$ cat src/rtl/rc4_key_scheduler.sv
// -----------------------------------------------------------------------------
// rc4_key_scheduler
//   Hands out candidate RC4 keys (0 .. 2^KEY_BITS-1, in order) to a pool of
//   NUM_CORES decrypt cores. Round-robin dispatch, one per cycle. Each
//   completion from a busy core is counted. The search stops either on the
//   first valid result (SOLVED) or once every key has been tried (EXHAUSTED).
//
// Ports
//   clk          system clock, rising edge
//   reset_n      asynchronous active-low reset
//   start        one-cycle pulse: begin a search from key 0
//   core_done    per-core completion pulse
//   core_valid   per-core result, meaningful only with core_done
//   core_start   per-core dispatch pulse (registered)
//   core_key     per-core key, slice i held from dispatch to next dispatch
//   core_abort   forces all cores idle (solve entry / restart)
//   busy         search in progress (RUN or DRAIN)
//   solved       valid key found, sticky until next start
//   exhausted    key space tried with no hit, sticky until next start
//   found_key    winning key
//   found_core   index of the winning core
//   keys_done    number of completed keys
// -----------------------------------------------------------------------------
module rc4_key_scheduler #(
    parameter int NUM_CORES = 4,
    parameter int KEY_BITS  = 22
) (
    input  logic                          clk,
    input  logic                          reset_n,
    input  logic                          start,
    input  logic [NUM_CORES-1:0]          core_done,
    input  logic [NUM_CORES-1:0]          core_valid,
    output logic [NUM_CORES-1:0]          core_start,
    output logic [NUM_CORES*KEY_BITS-1:0] core_key,
    output logic                          core_abort,
    output logic                          busy,
    output logic                          solved,
    output logic                          exhausted,
    output logic [KEY_BITS-1:0]           found_key,
    output logic [2:0]                    found_core,
    output logic [KEY_BITS:0]             keys_done
);

    localparam int IDXW = (NUM_CORES > 1) ? $clog2(NUM_CORES) : 1;
    localparam logic [KEY_BITS-1:0] LAST_KEY = '1;

    typedef enum logic [2:0] {
        S_IDLE,
        S_RUN,
        S_DRAIN,
        S_SOLVED,
        S_EXHAUSTED
    } state_t;

    state_t                        r_state;
    state_t                        w_next_state;

    logic [NUM_CORES-1:0]          r_busy_core;
    logic [IDXW-1:0]               r_last;
    logic [KEY_BITS-1:0]           r_next_key;
    logic [NUM_CORES-1:0]          r_core_start;
    logic [NUM_CORES*KEY_BITS-1:0] r_core_key;
    logic                          r_abort_pulse;
    logic [KEY_BITS-1:0]           r_found_key;
    logic [2:0]                    r_found_core;
    logic [KEY_BITS:0]             r_keys_done;

    logic                          w_restart;
    logic                          w_active;
    logic [NUM_CORES-1:0]          w_done_ok;
    logic [NUM_CORES-1:0]          w_hits;
    logic                          w_hit;
    logic [IDXW-1:0]               w_hit_idx;
    logic [KEY_BITS:0]             w_done_cnt;
    logic                          w_pick_ok;
    logic [IDXW-1:0]               w_pick;
    logic [IDXW:0]                 w_cand;
    logic                          w_dispatch;

    // ------------------------------------------------------------------
    // Request decode
    // ------------------------------------------------------------------
    always_comb begin
        w_restart  = start && ((r_state == S_IDLE) || (r_state == S_SOLVED) ||
                               (r_state == S_EXHAUSTED));
        w_active   = (r_state == S_RUN) || (r_state == S_DRAIN);
        // completions only count from cores we believe are working
        w_done_ok  = w_active ? (core_done & r_busy_core) : '0;
        w_hits     = w_done_ok & core_valid;
        w_hit      = |w_hits;

        // descending scan so the lowest index is the last one written
        w_hit_idx  = '0;
        for (int i = NUM_CORES - 1; i >= 0; i--) begin
            if (w_hits[i]) w_hit_idx = IDXW'(i);
        end

        w_done_cnt = '0;
        for (int i = 0; i < NUM_CORES; i++) begin
            w_done_cnt = w_done_cnt + (KEY_BITS+1)'(w_done_ok[i]);
        end

        // round-robin: first idle core after the last one dispatched,
        // judged on registered idle flags only
        w_pick_ok = 1'b0;
        w_pick    = '0;
        w_cand    = '0;
        for (int k = 1; k <= NUM_CORES; k++) begin
            w_cand = {1'b0, r_last} + (IDXW+1)'(k);
            if (w_cand >= (IDXW+1)'(NUM_CORES)) w_cand = w_cand - (IDXW+1)'(NUM_CORES);
            if (!w_pick_ok && !r_busy_core[w_cand[IDXW-1:0]]) begin
                w_pick_ok = 1'b1;
                w_pick    = w_cand[IDXW-1:0];
            end
        end

        // a hit aborts everything, so nothing new is handed out that cycle
        w_dispatch = (r_state == S_RUN) && !w_hit && w_pick_ok;
    end

    // ------------------------------------------------------------------
    // FSM
    // ------------------------------------------------------------------
    always_ff @(posedge clk or negedge reset_n) begin
        if (!reset_n) r_state <= S_IDLE;
        else          r_state <= w_next_state;
    end

    always_comb begin
        w_next_state = r_state;
        case (r_state)
            S_IDLE: begin
                if (start) w_next_state = S_RUN;
            end
            S_RUN: begin
                if (w_hit)
                    w_next_state = S_SOLVED;
                else if (w_dispatch && (r_next_key == LAST_KEY))
                    w_next_state = S_DRAIN;
            end
            S_DRAIN: begin
                if (w_hit)
                    w_next_state = S_SOLVED;
                else if (r_busy_core == '0)
                    w_next_state = S_EXHAUSTED;
            end
            S_SOLVED, S_EXHAUSTED: begin
                if (start) w_next_state = S_RUN;
            end
            default: w_next_state = S_IDLE;
        endcase
    end

    // ------------------------------------------------------------------
    // Datapath
    // ------------------------------------------------------------------
    always_ff @(posedge clk or negedge reset_n) begin
        if (!reset_n) begin
            r_busy_core   <= '0;
            r_last        <= '0;
            r_next_key    <= '0;
            r_core_start  <= '0;
            r_core_key    <= '0;
            r_abort_pulse <= 1'b0;
            r_found_key   <= '0;
            r_found_core  <= '0;
            r_keys_done   <= '0;
        end else begin
            r_core_start  <= '0;
            r_abort_pulse <= 1'b0;
            if (w_restart) begin
                // the accepted start already issues key 0 to core 0 so the
                // first dispatch pulse lands one cycle after start
                r_busy_core                <= NUM_CORES'(1);
                r_last                     <= '0;
                r_next_key                 <= KEY_BITS'(1);
                r_core_start               <= NUM_CORES'(1);
                r_core_key[KEY_BITS-1:0]   <= '0;
                r_keys_done                <= '0;
                r_found_key                <= '0;
                r_found_core               <= '0;
            end else begin
                r_keys_done <= r_keys_done + w_done_cnt;
                r_busy_core <= r_busy_core & ~w_done_ok;
                if (w_dispatch) begin
                    r_busy_core[w_pick]                         <= 1'b1;
                    r_core_start[w_pick]                        <= 1'b1;
                    r_core_key[w_pick*KEY_BITS +: KEY_BITS]     <= r_next_key;
                    r_last                                      <= w_pick;
                    // saturate: the last key moves us to DRAIN instead
                    if (r_next_key != LAST_KEY) r_next_key <= r_next_key + 1'b1;
                end
                if (w_hit) begin
                    r_found_key   <= r_core_key[w_hit_idx*KEY_BITS +: KEY_BITS];
                    r_found_core  <= 3'(w_hit_idx);
                    r_abort_pulse <= 1'b1;
                    r_busy_core   <= '0;
                end
            end
        end
    end

    // ------------------------------------------------------------------
    // Outputs
    // ------------------------------------------------------------------
    // restart abort is combinational so it coincides with the start cycle
    assign core_abort = r_abort_pulse |
                        (start && ((r_state == S_SOLVED) || (r_state == S_EXHAUSTED)));
    assign core_start = r_core_start;
    assign core_key   = r_core_key;
    assign busy       = w_active;
    assign solved     = (r_state == S_SOLVED);
    assign exhausted  = (r_state == S_EXHAUSTED);
    assign found_key  = r_found_key;
    assign found_core = r_found_core;
    assign keys_done  = r_keys_done;

endmodule

$ cat config.mk
export PLATFORM = sky130hd
export DESIGN_NAME = rc4_key_scheduler
export DESIGN_NICKNAME = d
export VERILOG_FILES = /design/src/rtl/rc4_key_scheduler.sv
export SDC_FILE = /design/constraint.sdc
export NUM_CORES = 1
export LEC_CHECK = 0
export ABC_AREA = 1
export ABC_CLOCK_PERIOD_IN_PS = 3700
export CAP_MARGIN = 30
export CORE_MARGIN = 8
export CORE_UTILIZATION = 43
export DETAILED_ROUTE_END_ITERATION = 16
export PLACE_DENSITY = 0.71
export SLEW_MARGIN = 15
export SYNTH_ARGS = -nofsm -noshare
export SYNTH_HDL_FRONTEND = slang
export SYNTH_SLANG_ARGS = --single-unit
$ cat constraint.sdc
create_clock -name clk -period 3.7 [get_ports clk]
set_clock_uncertainty 0.15 [all_clocks]
set_input_delay 0.925 -clock clk [delete_from_list [all_inputs] [get_ports clk]]
set_output_delay 0.925 -clock clk [all_outputs]
set_load 0.05 [all_outputs]
==> reports/results.md, run 1 <==
| Stage | Quantity | Reported |
| --- | --- | --- |
| sta | Number of pins exceeding their max-slew limit in the final report | 0 |
| global routing | Via count of the first global-routing pass | 10.2k |
| global routing | Total congestion overflow | 0 |
| outcome | Run status | complete, no violations |
| finish | Util after Layout | 56.5% |
| global routing | Wire length of the first global-routing pass | 60800 um |
| sta | Rel. slew slack | 49.8% |
| route | Wirelength, routed | 39500 um |
| sta | Upper clock frequency limit | 277 MHz |
| sta | Period utilisation layout | 97.5% |
| route | DR WL/cell | 20.3 um |
| sta | Unrepaired setup endpoints after global routing | yes |
| floorplan | Cell Rows | 57 |
| synth | Flops & latches, synth | 171 |
| synth | Synth area leaders | dfrtp_1, nand2_1, nand3_1, inv_1, a21oi_1 |
| finish | Antenna cells | 0 |
| route | Routed Antenna Nets | 0 |
| floorplan | Top Ports | 155 |
| synth | Most used standard cells in the synthesized netlist | nand2_1, dfrtp_1, nand3_1 |
| synth | Post-synth ARST share | 100% |
| synth | Syn Nets | 1431 |
| synth | Area share of the largest cell type after synthesis | 40.4% |
| global routing | Number of antenna violations at the first check in global routing | 0 |
| clock network | Clock insertion delay at the later pin of the skew report | 0.45 ns |
| synth | Number of flops mapped to enable cells by yosys | 0 |
| sta | Final-report hold violation count | 0 |
| clock network | Clock buffers created by TritonCTS | 17 |
| synth | Post-synthesis average cell area | 7.52 um2 |
| synth | Library cell with the highest instance count after synthesis | nand2_1 |
| route | Routed via count | 10.9k |
| clock network | Count of H-tree levels built during CTS | 4 |
| placed design | Port bufs | 153 |
| finish | Area taken by flip-flops and latches | 4280 um2 |
| clock network | Clock-pin slew of the registers on the worst-case setup and hold paths | 0.08 ns |
| route | DRC violation count after routing | 0 |
| placed design | Final HPWL from detailed placement | 29500 um |
| sta | Tmin final | 3.61 ns |
| placed design | Cell total after placement | 1893 |
| worst setup path | Biggest fanout along the worst timing path | 4 |
| clock network | Maximum buffer depth of the clock tree | 2 |
| synth | Cell Area, Synth | 10600 um2 |
| synth | Library cell with the largest summed area after synthesis | dfrtp_1 |
| sta | Worst Tran Pin Value | 0.753 ns |
| clock network | Count of clock tree sinks | 171 |
| clock network | Cell at the root of the clock tree | clkbuf_16 |
| placed design | Final estimated routing congestion in global placement | 1.07 |
| finish | Area of all placed cells without fillers | 13700 um2 |
| synth | Main synth FF type | dfrtp_1 |
| route | DR iter-0 viols | 1207 |
| worst setup path | Path type of the worst setup path | flop to flop |
| hold path | Path type of the worst min-delay path | primary input to async pin |
| job | Number of maximum-capacitance constraint violations | 0 |
| placed design | Placed Instance Area | 12800 um2 |
| floorplan | Die Y | 173 um |
| worst setup path | Startpoint kind of the worst setup timing path | flop |
| sta | Total negative slack for setup checks | 0 ns |
| worst setup path | Nature of the critical path endpoint | flop |
| route | Drt pass-1 iters | 8 |
| floorplan | CORE AREA | 24200 um2 |
| global routing | Total global-route track usage | 25.6% |
| synth | Number of library cell types mapped by synthesis | 61 |
| finish | Synth-to-Final Area Change | 29.4% |
| synth | Mapped Cells | 1409 |
| finish | Number of cells in the finished layout apart from fillers | 1941 |
| finish | Number of nets in the final layout | 1627 |
| synth | YS warnings | 0 |
| synth | Fraction of the yosys area taken by sequential cells | 40.4% |
| finish | Share of post-route cells with drive strength above 1 | 16.2% |
| worst setup path | Worst Path Arrival | 3.78 ns |
| finish | Total area of multi-input combinational cells | 5590 um2 |
| floorplan | Die area | 29900 um2 |
| global routing | Largest net degree at the start of global routing | 72 |
| floorplan | Chip width | 173 um |
| floorplan | Starting Density | 43.7% |
| worst setup path | Required time worst endpoint | 3.87 ns |
| clock network | Clock tree from TritonCTS | done |
| finish | Filler instances | 2281 |
| route | Average vias per placed instance | 5.61 |
| sta | Total setup violations reported at the end of the flow | 0 |
metal layers:
| layer | share of wire (%) | track usage, % | up-vias | wire (um) |
|---|---|---|---|---|
| met5 | 0 | 0 | - | 0 |
| met4 | 4.3 | 11.1 | 0 | 1710 |
| met3 | 5.4 | 3.88 | 88 | 2150 |
| met2 | 47 | 40.6 | 465 | 18400 |
| met1 | 44 | 34.2 | 5228 | 17200 |
| li1 | - | - | 5111 | - |
cell usage in the layout (no fill, tap or decap), types with 22 or more instances in the layout:
cell type and n:
a21oi_1 79, a31o_2 22, buf_4 86, clkdlybuf4s50_1 149
dfrtp_1 170, inv_1 115, nand2_1 387, nand3_1 120
nor2_1 70, nor3_1 29, o21ai_0 73, o21ai_1 36
o31ai_1 35
cell families (layout without fill, tap and decap cells):
logic type | Yosys count | in the layout | synth area share [%]
AOI/OAI and AO/OA | 298 | 298 | 17.4
xor gates and xnor gates | 14 | 14 | 1.16
adders and majority gates | 11 | 11 | 1.51
buffers and inverters | 204 | 412 | 8.50
DFF | 171 | 171 | 40.4
other | 1 | 1 | 0.0354
and+or+nand+nor | 710 | 710 | 31.0
state kept, by name (all words and copies together), names as in the netlist:
name,flops
core_key,88
core_start,4
found_core,2
found_key,22
keys_done,23
r_abort_pulse,1
r_busy_core,4
r_last,2
r_next_key,22
r_state,3
through the flow:
stage / hold slack (ns) / worst slack [ns]
finish: 0.331 / 0.0917
global route: 0.357 / -0.103
CTS: 0.335 / -0.0165
detailed placement: 0.316 / -0.727
global placement: 0.305 / -0.610
floorplan: 0.302 / -0.0997
what timing repair did:
action | 4_1_cts | 5_1_grt
setup buffers | 11 | 7
gates resized for setup | 15 | 32
endpoints found under the setup margin | 7 | 57
pin swaps | 10 | 13
hold buffers | 0 | 0
worst paths after layout:
check / to / start / slack, ns / depth (start not counted)
min in group clk: found_core[1] / found_core[1] / 0.33 / 2
setup / recovery: keys_done[20] / r_state[2] / 0.09 / 21
max in group asynchronous: core_key[12] / reset_n / 2.25 / 2
hold / removal: core_start[3] / reset_n / 0.33 / 1
setup reg to reg: keys_done[20] / r_state[2] / 0.09 / 21
hold reg to reg: found_core[1] / found_core[1] / 0.33 / 2
critical path, cell delays in order, from the launching register on:
cell and delay (ns):
dfrtp_1 0.39, inv_2 0.12, nand3_4 0.10, nand2_4 0.10, nand3_4 0.07, fa_1 0.49, fa_2 0.36, inv_2 0.07
fa_2 0.21, nand2_2 0.07, nor2_4 0.10, inv_2 0.04, nor2_2 0.09, nand2_1 0.09, nor2_1 0.14, inv_1 0.08
nor2_2 0.12, nand3_2 0.12, nor3_4 0.15, and3_4 0.21, and3_1 0.14, nor3_1 0.05
final cells by class:
class	count	share of cell area (%)
clock buffer	17	3.10
clock inverter	14	1.34
inverter	135	3.77
multi-input combinational	1034	40.8
sequential	171	31.2
tap	324	2.96
timing repair buffer	246	16.8
Power of run 1 is not shown: default switching activity piles up to over one toggle a cycle in this logic, so the estimate is an artifact.
==> run 2: changes to the inputs <==
- CTS_CLUSTER_DIAMETER: unset -> 200
==> results of run 2 <==
Final layout, timing and power as in run 1 (identical DEF).
Power of run 2 is left out for the same reason.
==> run 3: changes to the inputs <==
- CORE_UTILIZATION: 43 -> 48
- PLACE_DENSITY: 0.71 -> 0.78
==> run 3 against run 2 <==
Effect of this change: register-to-register slack got worse by 0.06 ns; core utilization rose by 5.5 points; first-iteration DRC count fell by 2.4%; flip-flop and latch count did not move; highest routed layer unchanged; via count rose by 1.1%; design area fell by 1.5%; critical endpoint unchanged; count of clock-buffer cells in the layout rose by 1.
==> reports/results.md, run 3 (synthesis results as in run 1) <==
| Stage | Quantity | Reported |
| --- | --- | --- |
| sta | Period utilisation layout | 99.1% |
| worst setup path | Biggest fanout along the worst timing path | 3 |
| job | Number of maximum-capacitance constraint violations | 0 |
| clock network | Count of H-tree levels built during CTS | 4 |
| finish | Commonest cells after routing, fill and taps aside | nand2_1, dfrtp_1, clkdlybuf4s50_1 |
| sta | Total setup violations reported at the end of the flow | 0 |
| finish | Synth-to-Final Area Change | 27.4% |
| sta | Worst Tran Pin Value | 0.615 ns |
| floorplan | Top Ports | 155 |
| global routing | Wire length of the first global-routing pass | 59100 um |
| hold path | Path type of the worst min-delay path | primary input to async pin |
| floorplan | Die area | 27100 um2 |
| clock network | Cell at the root of the clock tree | clkbuf_16 |
| clock network | Count of clock tree sinks | 171 |
| global routing | Number of antenna violations at the first check in global routing | 0 |
| finish | Util after Layout | 62.0% |
| sta | Hold_ws | 0.151 ns |
| clock network | Clock buffers created by TritonCTS | 17 |
| placed design | Final estimated routing congestion in global placement | 1.06 |
| sta | Tmin final | 3.67 ns |
| floorplan | CORE AREA | 21800 um2 |
| worst setup path | Path depth of the worst reg2reg path | 21 |
| worst setup path | Worst reg2reg setup slack | 0.03 ns |
| clock network | Clock-pin slew of the registers on the worst-case setup and hold paths | 0.08 ns |
| finish | Number of nets in the final layout | 1617 |
| finish | Most frequent standard cell in the layout excluding fill and tap cells | nand2_1 |
| outcome | Run status | complete, no violations |
| placed design | Port bufs | 153 |
| worst setup path | Worst Path Arrival | 3.83 ns |
| global routing | Total global-route track usage | 27.9% |
| clock network | Clock tree from TritonCTS | done |
| global routing | Total congestion overflow | 0 |
| route | Average vias per placed instance | 5.83 |
| placed design | Final HPWL from detailed placement | 28900 um |
| worst setup path | Path type of the worst setup path | flop to flop |
| placed design | Pre-CTS setup slack | -0.762 ns |
| sta | Rel. slew slack | 58.6% |
| sta | Upper clock frequency limit | 273 MHz |
| global routing | Via count of the first global-routing pass | 10.4k |
| floorplan | Starting Density | 48.7% |
| finish | Flip-flop count of the largest register, all copies and words added | 88 |
| route | Drt pass-1 iters | 6 |
| global routing | Largest net degree at the start of global routing | 88 |
| sta | Unrepaired setup endpoints after global routing | yes |
| clock network | Clock insertion delay at the later pin of the skew report | 0.44 ns |
| route | DRC violation count after routing | 0 |
| route | DR WL/cell | 20.3 um |
| floorplan | Chip width | 165 um |
| floorplan | Die Y | 165 um |
| finish | Share of post-route cells with drive strength above 1 | 15.0% |
| route | DR iter-0 viols | 1178 |
| finish | Antenna cells | 0 |
| clock network | Maximum buffer depth of the clock tree | 2 |
| worst setup path | Nature of the critical path endpoint | flop |
| worst setup path | Destination of the worst register-to-register timing path | keys_done[20] |
| worst setup path | Required time worst endpoint | 3.87 ns |
| worst setup path | Startpoint kind of the worst setup timing path | flop |
| route | Routed Antenna Nets | 0 |
| route | Wirelength, routed | 38400 um |
| finish | Filler instances | 1903 |
| worst setup path | Beginning of the worst register-to-register path | r_state[1] |
| sta | Least setup slack across all paths after layout | 0.0344 ns |
| clock network | CTS Hold Bufs | 0 |
| sta | Final-report hold violation count | 0 |
| route | Routed via count | 11.0k |
| sta | Number of pins exceeding their max-slew limit in the final report | 0 |
| floorplan | Cell Rows | 54 |
[run 3: cell count changes in the layout (fill, tap and decap cells not counted), sizes merged]
cell,change
buf,-9
clkbuf,-1
clkinv,-2
clkinvlp,+2
dlygate4sd2,+1
[run 3: layout make-up]
cell class                 count  area [um2]  area share (%)
timing repair buffer         236        2210            16.4
inverter                     135         514            3.81
clock buffer                  18         439            3.25
multi-input combinational   1034        5520            40.9
tap                          280         350            2.60
sequential                   171        4280            31.7
clock inverter                14         174            1.29
[run 3: worst max-delay path by stage]
stage / start / endpoint / slack (ns)
floorplan: core_done[0] / keys_done[20] / -0.1
global placement: core_done[0] / keys_done[20] / -0.65
detailed placement: core_done[0] / keys_done[20] / -0.76
CTS: r_state[2] / keys_done[20] / -0.03
global route: r_state[1] / keys_done[20] / -0.18
finish: r_state[1] / keys_done[20] / 0.03
[run 3: per-layer routing]
metal  part of all wire, %  vias up  GRT usage (%)
met5                     0        -              0
met4                   4.4        0           12.9
met3                   8.0       93           4.59
met2                    47      595           44.3
met1                    41     5237           36.8
li1                      -     5084              -
[run 3: critical path: stages, from the launching register on]
cell	delay, ns
dfrtp_1	0.42
inv_2	0.10
nand3_2	0.10
nand2_2	0.12
nand3_2	0.09
fa_1	0.50
fa_2	0.37
inv_2	0.08
fa_2	0.22
nand2_2	0.07
nor2_4	0.10
inv_2	0.05
nor2_4	0.11
nand2_2	0.06
nor2_1	0.10
inv_1	0.08
nor2_2	0.13
nand3_2	0.12
nor3_4	0.16
and3_4	0.21
and3_4	0.17
nor3_2	0.03
[run 3: through the flow]
stage          std cells  TNS [ns]  instance area, um2
2_1_floorplan       1409   -0.0997               10600
3_3_place_gp        1844     -3.89               12700
3_5_place_dp        1844     -5.27               12700
4_1_cts             1881   -0.0276               13400
5_1_grt             1888    -0.610               13500
6_report            1888         0               13500
[run 3: what timing repair did]
action	CTS	global route
cloned	0	0
pin swaps	9	15
gates resized for setup	13	12
setup buffers	5	8
setup endpoints to repair	6	90
Power of run 3 is left out for the same reason.
